`src/rtl/mult_stream.sv`:
```
// Batch multiplier: an input FIFO of {A,B} pairs feeds an unsigned multiplier whose products fill an output FIFO, sequenced by an IDLE/INPUT/EXEC/OUTPUT FSM.
// Define MULT_STREAM_PIPE_EN to add a second register stage after the multiplier (latency 2 instead of 1).
module mult_stream #(
    parameter int A_WIDTH = 8,
    parameter int B_WIDTH = 8,
    parameter int DEPTH   = 16
) (
    input  logic                       CLK,
    input  logic                       RST,
    input  logic                       START,
    input  logic                       HALT,
    input  logic [A_WIDTH-1:0]         A,
    input  logic [B_WIDTH-1:0]         B,
    input  logic                       ACK,
    output logic                       REQ_AB,
    output logic [A_WIDTH+B_WIDTH-1:0] X,
    output logic                       X_VALID,
    input  logic                       X_READY,
    output logic [1:0]                 STATE,
    output logic                       OVER
);
    localparam int XW = A_WIDTH + B_WIDTH;
    localparam int PW = $clog2(DEPTH);
    localparam int CW = PW + 1;
    localparam logic [CW-1:0] FULL_CNT = CW'(DEPTH);
`ifdef MULT_STREAM_PIPE_EN
    localparam int STAGES = 2;
`else
    localparam int STAGES = 1;
`endif

    typedef enum logic [1:0] {
        S_IDLE   = 2'd0,
        S_INPUT  = 2'd1,
        S_EXEC   = 2'd2,
        S_OUTPUT = 2'd3
    } state_t;

    state_t r_state, w_state_nxt;

    logic [XW-1:0] r_in_mem [DEPTH];
    logic [PW-1:0] r_in_wp, r_in_rp;
    logic [CW-1:0] r_in_cnt;
    logic [CW-1:0] r_acc_cnt;

    logic [XW-1:0] r_out_mem [DEPTH];
    logic [PW-1:0] r_out_wp, r_out_rp;
    logic [CW-1:0] r_out_cnt;

    logic [STAGES-1:0] r_vld;
    logic [XW-1:0]     r_prod [STAGES];
    logic              r_over;

    logic          w_in_wr, w_in_rd, w_in_full, w_in_empty;
    logic          w_out_wr, w_out_rd, w_out_empty;
    logic          w_start_acc;
    logic [1:0]    w_inflight;
    logic [CW:0]   w_occ;
    logic [XW-1:0] w_head, w_prod;

    assign w_in_full   = (r_in_cnt == FULL_CNT);
    assign w_in_empty  = (r_in_cnt == '0);
    assign w_out_empty = (r_out_cnt == '0);
    assign w_start_acc = (r_state == S_IDLE) && START && !HALT;

    assign REQ_AB  = (r_state == S_INPUT) && !w_in_full;
    assign X_VALID = (r_state == S_OUTPUT) && !w_out_empty;
    assign X       = X_VALID ? r_out_mem[r_out_rp] : '0;
    assign STATE   = r_state;
    assign OVER    = r_over;

    always_comb begin
        w_inflight = '0;
        for (int k = 0; k < STAGES; k++) w_inflight = w_inflight + 2'(r_vld[k]);
    end

    // Occupancy includes products still in the multiplier so the output FIFO can never overflow.
    assign w_occ    = {1'b0, r_out_cnt} + (CW+1)'(w_inflight);
    assign w_in_wr  = REQ_AB && ACK && !HALT;
    assign w_in_rd  = ((r_state == S_INPUT) || (r_state == S_EXEC)) && !w_in_empty
                      && (w_occ < (CW+1)'(DEPTH)) && !HALT;
    assign w_out_wr = r_vld[STAGES-1] && !HALT;
    assign w_out_rd = X_VALID && X_READY && !HALT;

    assign w_head = r_in_mem[r_in_rp];
    assign w_prod = XW'(w_head[XW-1:B_WIDTH]) * XW'(w_head[B_WIDTH-1:0]);

    always_comb begin
        w_state_nxt = r_state;
        if (HALT) begin
            w_state_nxt = S_IDLE;
        end else begin
            case (r_state)
                S_IDLE:   if (START) w_state_nxt = S_INPUT;
                // The FIFO drains while filling, so batch completion counts accepted pairs.
                S_INPUT:  if (w_in_wr && (r_acc_cnt == CW'(DEPTH - 1))) w_state_nxt = S_EXEC;
                S_EXEC:   if (w_in_empty && (w_inflight == '0) && (r_out_cnt == FULL_CNT))
                              w_state_nxt = S_OUTPUT;
                S_OUTPUT: if (w_out_empty || (w_out_rd && (r_out_cnt == CW'(1))))
                              w_state_nxt = S_IDLE;
                default:  w_state_nxt = S_IDLE;
            endcase
        end
    end

    always_ff @(posedge CLK) begin
        if (!RST) begin
            r_state   <= S_IDLE;
            r_over    <= 1'b0;
            r_in_wp   <= '0;
            r_in_rp   <= '0;
            r_in_cnt  <= '0;
            r_acc_cnt <= '0;
            r_out_wp  <= '0;
            r_out_rp  <= '0;
            r_out_cnt <= '0;
            r_vld     <= '0;
        end else begin
            r_state <= w_state_nxt;
            if (ACK && !REQ_AB)   r_over <= 1'b1;
            else if (w_start_acc) r_over <= 1'b0;

            if (HALT) begin
                r_in_wp   <= '0;
                r_in_rp   <= '0;
                r_in_cnt  <= '0;
                r_acc_cnt <= '0;
                r_out_wp  <= '0;
                r_out_rp  <= '0;
                r_out_cnt <= '0;
                r_vld     <= '0;
            end else begin
                if (w_in_wr) r_in_wp <= r_in_wp + PW'(1);
                if (w_in_rd) r_in_rp <= r_in_rp + PW'(1);
                r_in_cnt <= r_in_cnt + CW'(w_in_wr) - CW'(w_in_rd);

                if (w_start_acc)  r_acc_cnt <= '0;
                else if (w_in_wr) r_acc_cnt <= r_acc_cnt + CW'(1);

                if (w_out_wr) r_out_wp <= r_out_wp + PW'(1);
                if (w_out_rd) r_out_rp <= r_out_rp + PW'(1);
                r_out_cnt <= r_out_cnt + CW'(w_out_wr) - CW'(w_out_rd);

                r_vld[0] <= w_in_rd;
                for (int k = 1; k < STAGES; k++) r_vld[k] <= r_vld[k-1];
            end
        end
    end

    // Data storage carries no reset; validity is tracked by the counters and valid bits.
    always_ff @(posedge CLK) begin
        if (w_in_wr) r_in_mem[r_in_wp] <= {A, B};
        if (w_out_wr) r_out_mem[r_out_wp] <= r_prod[STAGES-1];
        if (w_in_rd) r_prod[0] <= w_prod;
        for (int k = 1; k < STAGES; k++) r_prod[k] <= r_prod[k-1];
    end
endmodule

```
`config.mk`:
```
export PLATFORM = sky130hd
export DESIGN_NAME = mult_stream
export DESIGN_NICKNAME = d
export VERILOG_FILES = /design/src/rtl/mult_stream.sv
export SDC_FILE = /design/constraint.sdc
export NUM_CORES = 1
export LEC_CHECK = 0
export CAP_MARGIN = 15
export CORE_MARGIN = 2
export CORE_UTILIZATION = 56
export DETAILED_ROUTE_END_ITERATION = 7
export GPL_TIMING_DRIVEN = 0
export MAX_ROUTING_LAYER = met4
export PLACE_DENSITY = 0.76
export SLEW_MARGIN = 10
export SYNTH_ARGS = -nofsm -noshare
export SYNTH_HDL_FRONTEND = slang
export SYNTH_SLANG_ARGS = --single-unit
```
`constraint.sdc`:
```
create_clock -name CLK -period 5.1 [get_ports CLK]
set_input_delay 0.765 -clock CLK [delete_from_list [all_inputs] [get_ports CLK]]
set_output_delay 0.765 -clock CLK [all_outputs]
set_load 0.02 [all_outputs]
```
==> run summary, run 1 <==
Adder-Cell Fraction of Synth Area: 6.61%
nets: 1,605
Seq/Total Area, Yosys: 68.6%
net count after synthesis: 1,432
unrepaired setup endpoints after global routing: yes
post-synthesis simple-gate area fraction: 4.14%
HP Class: register to register
outcome: complete, but fails checks
Least-Margin Pin Slew: 1.05 ns
top-area cell type share of the netlist area: 65.1%
clk_lat worst skew: 0.62 ns
# DRC: 0
critical path's slowest cell: fa_1
endpoints failing setup: 8
Max-Cap Viols: 0
final setup skew: 0.0311 ns
Routed wire per std cell: 24.1 um
Yosys top cell by area: edfxtp_1
clk buf depth: 3
GRT Util Overall: 23.8%
worst-path fanout max: 7
largest family of logic cells by synthesized area: multiplexers
Filler Cells Inserted: 2,865
XOR/XNOR Fraction of Synth Area: 1.04%
Final WS setup: -0.527 ns
Die W: 213 um
Worst Path Required: 5.56 ns
DR vias/cell: 5.92
die area: 45,200 um^2
# rows: 76
starting density of the core: 56.7%
clk slew on worst S/H paths: 0.07 ns
register bit total from synthesis: 571
number of global-route vias before repair: 13,100
Final Total Pwr: 9.18 mW
I/O pin cnt: 43
RD Place Congestion: 0.788
Async SR Flop Fraction: 0%
crit end category: register
multi-input logic area: 7400 um^2
setup_tns: -2.82 ns
Max Clk Rate: 178 MHz
fin. max-slew vios: 0
Tmin final: 5.63 ns
core area: 43,000 um^2
Synth cell types: 49
Final Hold Viols: 0
Post-synth top flop: edfxtp_1
Syn-to-layout area delta: 16.3%
VDD IR max: 0.286 mV
Reg area: 16,700 um^2
failing checks: setup timing
fin crit share: 110%
CTS tree: yes
TritonCTS buffer count: 53
Antenna Nets Post-Route: 0
gr ovfl total: 0
cells after synthesis: 1,304
multiplexer share of the synthesized area: 13.4%
post-DP HPWL: 31.6 mm
CP cell instances: buf_12 -> buf_12 -> mux4_2 -> a22o_4 -> a221oi_4 -> buf_4 -> nor2_4 -> fa_1 -> inv_1 -> fa_1 -> inv_1 -> fa_1 -> inv_1 -> fa_1 -> inv_2 -> ha_4 -> o211ai_1 -> a21oi_2 -> a31oi_4 -> buf_6 -> or3_1 -> nand4b_1
Mapped Area: 24,400 um^2
crit-path max cell delay: 0.53 ns
height of the die: 213 um
EDFF count, synth: 528
First-pass DRT Iterations: 5
TritonCTS Sinks: 571
antenna violations before repair: 0
post-synthesis compound-gate area fraction: 3.97%
Power Density: 324 nW/um^2
Routed WL: 50.7 mm
share of cells above drive strength 1: 25.4%
Slew HR: 29.7%
Post-CTS Hold Buffers: 0
first-pass GRT wire length: 76.9 mm
Synth Warn #: 0
Lkg Pwr: 9.42 nW
crit path DAT: 6.08 ns
Port-buffer cells: 42
Syn Area/Cell: 18.7 um^2
DRT iter0 DRCs: 1,191
flop2flop setup slack: -0.53 ns
CP startpoint kind: register
H-tree level count: 2
Setup CP Type: register to register
Antenna Cells: 0
DR vias: 12,500
largest net degree at the start of global routing: 18
Root Driver: clkbuf_16
largest cells by area after synthesis: edfxtp_1 (65%), mux4_2 (12%), dfxtp_1 (3.5%)
most frequent CP cell: fa_1
-- metrics by stage --
| stage | instance area, um^2 | setup slack, ns | util [%] | hold WS [ns] | std cells |
|---|---|---|---|---|---|
| floorplan | 24400 | -0.0273 | - | 0.459 | 1304 |
| global placement | 25600 | -1.92 | 59.5 | 0.478 | 1931 |
| detailed placement | 25900 | -1.58 | 60.2 | 0.490 | 1950 |
| CTS | 28300 | -0.572 | 65.8 | 0.499 | 2100 |
| global route | 28300 | -0.659 | 65.9 | 0.539 | 2104 |
| finish | 28300 | -0.527 | 65.9 | 0.501 | 2104 |
-- cell type report --
cell class	instances	area share [%]
clock inverter	32	0.976
multi-input combinational	608	26.1
tap	585	2.58
timing repair buffer	119	4.28
sequential	571	59.0
inverter	77	1.02
buffer	47	1.21
clock buffer	65	4.84
-- Yosys cell counts (3+ instances only) --
master and instances:
inv_1 77, edfxtp_1 528, a221oi_4 16, clkbuf_1 21, dfxtp_1 43, and2_1 19
a21oi_1 22, or2_1 14, mux2i_1 38, xor2_1 17, and3_1 3, o22ai_1 16
a22o_1 16, fa_1 38, nor2b_1 6, nand4_1 6, nand2_1 25, xnor2_1 12
mux4_2 128, nor2_1 98, o21ai_0 10, buf_6 3, nor3_1 7, buf_2 17
or3_1 5, a21o_1 5, nand2b_1 8, buf_1 4, nand3_1 6, ha_1 68
o211ai_1 4
-- state kept, by name, indices dropped and copies added, names as in the netlist, 5 cells and up, named ones only --
name       flops
r_out_cnt      5
r_prod        16
r_in_mem     256
r_in_cnt       5
r_acc_cnt      5
r_out_mem    256
-- critical path, delay by kind of cell (launching register included) --
| kind | cells | cell delay, ns |
|---|---|---|
| mux | 1 | 0.51 |
| flops | 1 | 0.37 |
| buf+inv | 8 | 0.81 |
| compound gates | 5 | 1.04 |
| simple gates | 3 | 0.50 |
| fa+ha+maj | 5 | 2.23 |
-- layout by cell type (no fill, tap or decap), types with 23 or more instances in the layout --
cell	synthesis	layout
fa_1	38	38
nand2_1	25	24
mux4_2	128	128
ha_1	68	63
clkbuf_16	0	53
inv_1	77	76
edfxtp_1	528	528
mux2i_1	38	37
clkdlybuf4s50_1	0	42
dfxtp_1	43	42
buf_4	1	55
clkbuf_1	21	23
nor2_1	98	80
-- logic make-up after synthesis --
group                      Yosys count
xor gates and xnor gates            29
buffers and inverters              125
AOI/OAI and AO/OA                   99
muxes                              166
and+or+nand+nor                    208
adders and majority gates          106
DFF                                571
-- metal layers --
layer | vias to the layer above | share of wire [%] | global-route usage, %
li1 | 5456 | - | -
met5 | - | 0 | -
met3 | 83 | 5.7 | 3.25
met1 | 6502 | 41 | 31.4
met2 | 412 | 51 | 39.9
met4 | 0 | 1.9 | 5.76
-- power by group --
group / switching [mW] / total (mW) / internal, mW
clock: 1.74 / 3.77 / 2.04
combinational: 0.179 / 0.324 / 0.145
sequential: 0.00294 / 5.09 / 5.08
total: 1.92 / 9.18 / 7.27
-- path summary, 6_finish.rpt --
| kind | start | to | cells past startpoint |
|---|---|---|---|
| min reg2reg | OVER | OVER | 2 |
| min | OVER | OVER | 2 |
| max | register | r_prod[0][13] | 22 |
| max reg2reg | register | r_prod[0][13] | 22 |
-- repair_timing --
action,in CTS,in global routing
pin swaps,24,18
buffers inserted,52,7
endpoints found under the setup margin,9,9
hold endpoints to repair,0,0
cloned,2,0
resized for setup,52,13
Power figures use the tool's default switching activity.
==> inputs of run 2 (changes only) <==
- SKIP_LAST_GASP: default -> 1
==> run summary, run 2 (same netlist as run 1, synthesis figures left out) <==
setup_tns: -2.82 ns
Port-buffer cells: 42
CTS tree: yes
Final WS setup: -0.526 ns
Worst Path Required: 5.56 ns
DRT iter0 DRCs: 1,194
share of cells above drive strength 1: 25.3%
nets: 1,605
Tmin final: 5.63 ns
Crit Reg-Reg Endpoint: r_prod[0][13]
Syn-to-layout area delta: 16.3%
VDD IR max: 0.286 mV
largest net degree at the start of global routing: 18
fin. max-slew vios: 0
clk buf depth: 3
Power Density: 324 nW/um^2
Least-Margin Pin Slew: 1.05 ns
CP startpoint kind: register
# DRC: 0
first-pass GRT wire length: 76.9 mm
Slew HR: 30.0%
DR vias: 12,400
commonest non-fill, non-tap cell in the layout: edfxtp_1
unrepaired setup endpoints after global routing: yes
top flop regs: r_in_mem x256, r_out_mem x256, r_prod x16
Root Driver: clkbuf_16
Lkg Pwr: 9.42 nW
Setup CP Type: register to register
number of global-route vias before repair: 13,100
Max Clk Rate: 178 MHz
core area: 43,000 um^2
height of the die: 213 um
crit path DAT: 6.08 ns
H-tree level count: 2
final core occ: 65.9%
I/O pin cnt: 43
post-DP HPWL: 31.6 mm
HP Start: OVER
HP Class: register to register
final setup skew: 0.0312 ns
# rows: 76
First-pass DRT Iterations: 5
Min-Delay Endpoint: OVER
Routed wire per std cell: 24.1 um
clk_lat worst skew: 0.62 ns
worst-path fanout max: 7
fin crit share: 110%
starting density of the core: 56.7%
RD Place Congestion: 0.788
outcome: complete, but fails checks
Antenna Nets Post-Route: 0
GRT Util Overall: 23.8%
Max-Cap Viols: 0
endpoints failing setup: 8
Final Total Pwr: 9.18 mW
flop2flop setup slack: -0.53 ns
Worst Hold Path Cells: 2
clk slew on worst S/H paths: 0.07 ns
TritonCTS Sinks: 571
antenna violations before repair: 0
gr ovfl total: 0
die area: 45,200 um^2
TritonCTS buffer count: 53
Antenna Cells: 0
Post-CTS Hold Buffers: 0
DR vias/cell: 5.91
Final Hold Viols: 0
Die W: 213 um
crit end category: register
Worst R2R Path Depth: 22
Routed WL: 50.7 mm
most frequent cells in the layout: edfxtp_1 (528), mux4_2 (128), nor2_1 (80)
failing checks: setup timing
==> run 2: cell types whose count changed in the layout (fill, tap and decap cells not counted) <==
cell	before	now
o21ai_0	7	8
and3_4	1	0
and3_1	2	3
o21ai_1	2	1
==> run 2: metal layers <==
| metal | share of wire [%] | GRT usage (%) | vias up |
|---|---|---|---|
| met3 | 5.8 | 3.25 | 81 |
| li1 | - | - | 5455 |
| met2 | 51 | 39.9 | 416 |
| met4 | 1.8 | 5.76 | 0 |
| met5 | 0 | - | - |
| met1 | 41 | 31.4 | 6489 |
==> run 2: worst max-delay path: stages, from the launching register on <==
cell and delay [ns]:
dfxtp_4 0.37, buf_12 0.13, buf_12 0.13, mux4_2 0.51
a22o_4 0.26, a221oi_4 0.35, buf_4 0.21, nor2_4 0.04
fa_1 0.53, inv_1 0.05, fa_1 0.47, inv_1 0.05
fa_1 0.47, inv_1 0.05, fa_1 0.49, inv_2 0.05
ha_4 0.27, o211ai_1 0.10, a21oi_2 0.19, a31oi_4 0.14
buf_6 0.14, or3_1 0.31, nand4b_1 0.15
==> run 2: timing repair <==
action / in CTS / in global routing
gates cloned: 2 / 0
setup buffers: 52 / 7
setup endpoints to repair: 9 / 9
pin swaps: 24 / 18
gates resized for setup: 52 / 11
==> run 2: worst max-delay path by stage <==
stage | to | slack, ns | cells after the start | from
final | r_prod[0][13] | -0.53 | 22 | register
after global placement | r_prod[0][15] | -1.92 | 19 | register
after floorplan | r_prod[0][15] | -0.03 | 20 | register
after CTS | r_prod[0][15] | -0.57 | 21 | register
after detailed placement | r_prod[0][15] | -1.58 | 17 | register
after global routing | r_prod[0][15] | -0.67 | 19 | register
==> run 2: through the flow <==
stage               setup slack [ns]  hold WS [ns]  cells  cell area [um^2]
floorplan                    -0.0273         0.459   1304             24400
global placement               -1.92         0.478   1931             25600
detailed placement             -1.58         0.490   1950             25900
CTS                           -0.572         0.499   2100             28300
global route                  -0.666         0.539   2104             28300
finish                        -0.526         0.501   2104             28300
==> run 2: area by class of cell <==
cell class / count / area [um^2]
Sequential cell: 571 / 16700
Fill cell: 2866 / 14600
Multi-Input combinational cell: 608 / 7400
Clock buffer: 65 / 1370
Timing Repair Buffer: 119 / 1210
Tap cell: 585 / 732
Buffer: 47 / 342
Inverter: 77 / 289
Clock inverter: 32 / 277
==> run 2: power breakdown <==
group | leakage, nW | internal (mW) | total, mW | switching, mW
Clock | 0.795 | 2.04 | 3.77 | 1.73
Sequential | 5.10 | 5.08 | 5.09 | 0.00294
Combinational | 3.53 | 0.144 | 0.323 | 0.178
Total | 9.42 | 7.27 | 9.18 | 1.92
